$ cat config.mk
export PLATFORM = sky130hd
export DESIGN_NAME = mem_port_arbiter
export DESIGN_NICKNAME = d
export VERILOG_FILES = /design/src/rtl/mem_port_arbiter.sv
export SDC_FILE = /design/constraint.sdc
export NUM_CORES = 1
export LEC_CHECK = 0
export CORE_MARGIN = 3
export CORE_UTILIZATION = 44
export DETAILED_ROUTE_END_ITERATION = 10
export GPL_TIMING_DRIVEN = 0
export PLACE_DENSITY = 0.81
export REMOVE_ABC_BUFFERS = 1
export SLEW_MARGIN = 5
export SYNTH_ARGS = -nofsm -noshare
export SYNTH_HDL_FRONTEND = slang
export SYNTH_SLANG_ARGS = --single-unit
$ cat constraint.sdc
create_clock -name clk -period 3.3 [get_ports clk]
set_input_delay 0.66 -clock clk [delete_from_list [all_inputs] [get_ports clk]]
set_output_delay 0.66 -clock clk [all_outputs]
set_load 0.01 [all_outputs]
$ cat src/rtl/mem_port_arbiter.sv
// Arbitrates one single-ported memory between instruction fetch and load/store.
// Optional ARB_FAIRNESS_EN: alternate grants when both sides request together.
module mem_port_arbiter #(
  parameter int unsigned ADDR_W  = 32,
  parameter int unsigned DATA_W  = 32,
  parameter int unsigned MEM_LAT = 2
) (
  input  logic              clk,
  input  logic              rst,
  input  logic              if_req,
  input  logic [ADDR_W-1:0] if_addr,
  output logic [DATA_W-1:0] if_rdata,
  output logic              if_ready,
  input  logic              mem_read,
  input  logic              mem_write,
  input  logic [ADDR_W-1:0] mem_addr,
  input  logic [DATA_W-1:0] mem_wdata,
  output logic [DATA_W-1:0] mem_rdata,
  output logic              mem_ready,
  output logic              ram_en,
  output logic              ram_we,
  output logic [ADDR_W-1:0] ram_addr,
  output logic [DATA_W-1:0] ram_wdata,
  input  logic [DATA_W-1:0] ram_rdata,
  output logic              stall_if,
  output logic              stall_mem
);

  localparam int unsigned CNT_W = 4;

  typedef enum logic [1:0] {IDLE, BUSY_IF, BUSY_D, RESP} state_t;

  state_t            state, state_nx;
  logic [CNT_W-1:0]  cnt, cnt_nx;
  logic              ram_en_nx, ram_we_nx;
  logic [ADDR_W-1:0] ram_addr_nx;
  logic [DATA_W-1:0] ram_wdata_nx;
  logic              if_ready_nx, mem_ready_nx;
  logic [DATA_W-1:0] if_rdata_nx, mem_rdata_nx;
  logic              data_req;
  logic              grant_data;

  assign data_req = mem_read | mem_write;

`ifdef ARB_FAIRNESS_EN
  logic last_data, last_data_nx;

  // Yield to fetch once after a data grant if fetch is also waiting.
  assign grant_data = data_req && !(if_req && last_data);
`else
  assign grant_data = data_req;
`endif

  assign stall_if  = if_req && !if_ready;
  assign stall_mem = data_req && !mem_ready;

  // Next-state and next-output logic.
  always_comb begin
    state_nx     = state;
    cnt_nx       = cnt;
    ram_en_nx    = ram_en;
    ram_we_nx    = ram_we;
    ram_addr_nx  = ram_addr;
    ram_wdata_nx = ram_wdata;
    if_ready_nx  = 1'b0;
    mem_ready_nx = 1'b0;
    if_rdata_nx  = if_rdata;
    mem_rdata_nx = mem_rdata;
`ifdef ARB_FAIRNESS_EN
    last_data_nx = last_data;
`endif
    unique case (state)
      IDLE: begin
        if (grant_data) begin
          state_nx     = BUSY_D;
          cnt_nx       = CNT_W'(MEM_LAT - 1);
          ram_en_nx    = 1'b1;
          ram_we_nx    = mem_write;
          ram_addr_nx  = mem_addr;
          ram_wdata_nx = mem_wdata;
`ifdef ARB_FAIRNESS_EN
          last_data_nx = 1'b1;
`endif
        end else if (if_req) begin
          state_nx     = BUSY_IF;
          cnt_nx       = CNT_W'(MEM_LAT - 1);
          ram_en_nx    = 1'b1;
          ram_we_nx    = 1'b0;
          ram_addr_nx  = if_addr;
`ifdef ARB_FAIRNESS_EN
          last_data_nx = 1'b0;
`endif
        end
      end
      BUSY_IF, BUSY_D: begin
        if (cnt == '0) begin
          state_nx  = RESP;
          ram_en_nx = 1'b0;
          ram_we_nx = 1'b0;
          if (state == BUSY_IF) begin
            if_rdata_nx = ram_rdata;
            if_ready_nx = 1'b1;
          end else begin
            if (!ram_we) mem_rdata_nx = ram_rdata;
            mem_ready_nx = 1'b1;
          end
        end else begin
          cnt_nx = cnt - CNT_W'(1);
        end
      end
      RESP: state_nx = IDLE;
      default: state_nx = IDLE;
    endcase
  end

  // State and registered outputs.
  always_ff @(posedge clk) begin
    if (rst) begin
      state     <= IDLE;
      cnt       <= '0;
      ram_en    <= 1'b0;
      ram_we    <= 1'b0;
      ram_addr  <= '0;
      ram_wdata <= '0;
      if_ready  <= 1'b0;
      mem_ready <= 1'b0;
      if_rdata  <= '0;
      mem_rdata <= '0;
`ifdef ARB_FAIRNESS_EN
      last_data <= 1'b0;
`endif
    end else begin
      state     <= state_nx;
      cnt       <= cnt_nx;
      ram_en    <= ram_en_nx;
      ram_we    <= ram_we_nx;
      ram_addr  <= ram_addr_nx;
      ram_wdata <= ram_wdata_nx;
      if_ready  <= if_ready_nx;
      mem_ready <= mem_ready_nx;
      if_rdata  <= if_rdata_nx;
      mem_rdata <= mem_rdata_nx;
`ifdef ARB_FAIRNESS_EN
      last_data <= last_data_nx;
`endif
    end
  end

endmodule

==> flow_summary.ini <==
[placement]
post-place-ws_ps = -1240
dp_cells = 1056
place_hpwl_um = 13500
numPortBuffers = 266
place.gp.congestion = 0.806
placed_area_um2 = 8620

[run_status]
outcome = complete, no violations

[synth]
netlist_area_um2 = 5970
ys_ff_latch = 138
synth_async_sr_flop_share_pct = 0
seq_area_frac_synth_pct = 46.3
ys.flop_type = dfxtp_1
netlist.area_leader.share_pct = 46.3
yosys_warnings = 0
syn_avg_cell_area_um2 = 8.65
ys_types = 40
yosysMostFrequentCell = dfxtp_1
netlist_top_cells_count = dfxtp_1, a21oi_1, nand2_1
synth.area.top_cells = dfxtp_1, a21oi_1, a311oi_2, nand2_1, nand4b_1
synth-edff-count = 0
yosysTopAreaCell = dfxtp_1
synth_cells = 690

[cts]
cts_setup_buffers = 0
clkTransAtPathRegs_ps = 60
cts_buffers = 17
cts.sinks = 138
cts_max_level = 4
cts.repair.resized = 7
cts_tree = built
cts_root_buf = clkbuf_16
clock_path_buffers = 2
clk-insertion-delay-late_ps = 420
postCtsHoldBufs = 0

[pwr]
p_per_area_nw_per_um2 = 829
max-vdd-ir-drop_mv = 0.447
p_leak_nw = 3.19

[min_path]
min_path_type = reg -> reg

[timing]
slew_viol_final = 0
setup_viol = 0
skew_ps = 8.27
max_freq_mhz = 327
finalHoldViolCount = 0
period_minus_slack_ps = 3060
rsz0062_at_grt = false
fin_crit_sh_pct = 92.7
setup-tns-final_ps = 0
slew_headroom_pct = 20.0
setup_ws_ps = 240
tightest_slew_ps = 1200

[worst_setup_path]
worst-setup-path-type = in -> out
critPathCaptureType = output pin
required_ps = 2640
r2r_slack_ps = 890
worstPathMaxFanout = 40
critPathLaunchType = input port
cp.arrival_ps = 2400

[grt]
grt_pass1_vias = 5920
overflow = 0
grt_max_degree = 115
antenna_found_initial = 0
grt_pass1_wl_um = 30400
grt_usage_pct = 25.7

[routing]
vias = 6169
vias_per_cell = 5.66
wl_per_cell_um = 18.3
wirelength_um = 19900
ant_nets = 0
first_iter_violations = 586
dr.pass1.iters = 5
drc = 0

[flow_run]
cap_violations = 0

[floorplan]
rows = 41
fp.dieW_um = 122
ios = 267
dieArea_um2 = 15000
core_um2 = 12900
start_util_pct = 46.2
die_h_um = 122

[layout]
synthToLayoutAreaGrowth_pct = 55.4
fin_area_um2 = 9280
n_antenna_cell = 0
finalNonFillerCells = 1089
nets = 1041
drive_gt1_share_pct = 8.40
[worst max-delay path, cell delays in order]
cell and delay, ps:
clkdlybuf4s15_2 570, nor2_4 580, nor2_1 80, clkdlybuf4s50_1 490
[worst paths after layout]
| path | start | to | depth (start not counted) |
|---|---|---|---|
| setup reg to reg | state[0] | mem_rdata[2] | 5 |
| setup / recovery | mem_write | stall_mem | 4 |
| hold / removal | ram_wdata[30] | ram_wdata[30] | 2 |
| hold reg to reg | ram_wdata[30] | ram_wdata[30] | 2 |
[placed cells by master (no fill, tap or decap), drive strengths merged]
master	instances
clkdlybuf4s50	263
dfxtp	138
a21oi	101
nand2	100
o21ai	67
nor2	37
o31ai	36
nand4b	34
nand3	32
a311oi	32
clkbuf	24
inv	7
buf	6
bufinv	5
nor2b	4
ha	4
nor3	3
clkinv	3
nand4	2
clkdlybuf4s15	2
o31a	2
and4bb	1
nand4bb	1
o21a	1
or3b	1
a22o	1
nor4b	1
o221a	1
or4b	1
or2	1
and3b	1
o2111ai	1
and3	1
o32ai	1
nor3b	1
a211oi	1
[metrics by stage]
| step | hold WS [ps] | utilization (%) | total power, mW |
|---|---|---|---|
| 2_1_floorplan | 457 | - | 4.02 |
| 3_3_place_gp | 442 | 65.7 | 5.39 |
| 3_5_place_dp | 448 | 66.7 | 5.64 |
| 4_1_cts | 455 | 71.7 | 7.71 |
| 5_1_grt | 469 | 71.8 | 8.09 |
| 6_report | 454 | 71.8 | 7.69 |
[sequential cells by signal, summed over array words and instances, names as in the netlist]
name / flops
mem_ready: 1
ram_we: 1
if_rdata: 32
mem_rdata: 32
ram_addr: 32
ram_en: 1
ram_wdata: 32
if_ready: 1
state: 2
cnt: 4
[cell type report]
cell class / count / area (um2)
Clock inverter: 8 / 165
Fill cell: 972 / 3650
Clock buffer: 24 / 472
Inverter: 7 / 26.3
Tap cell: 172 / 215
Sequential cell: 138 / 2760
Timing Repair Buffer: 271 / 2770
Multi-Input combinational cell: 469 / 2860
[per-layer routing]
metal | vias up | global-route usage, % | routed length, um
met5 | - | 0 | 0
met4 | 0 | 10.6 | 586
met3 | 33 | 9.59 | 1940
met2 | 274 | 43.8 | 9710
met1 | 2935 | 28.9 | 7670
li1 | 2927 | - | -
[power by group]
part / switching [mW] / total [mW] / internal, mW / leakage (nW)
Sequential: 0.237 / 2.33 / 2.09 / 1.13
Clock: 0.681 / 2.06 / 1.38 / 0.312
Combinational: 1.82 / 3.30 / 1.48 / 1.74
Total: 2.74 / 7.69 / 4.95 / 3.19
[kinds of logic after synthesis]
family,synth area share (%)
AOI/OAI and AO/OA,27.7
and+or+nand+nor,18.8
DFF,46.3
buffers and inverters,6.39
adders and majority gates,0.838
No activity file was read; power rests on OpenSTA's default activity.
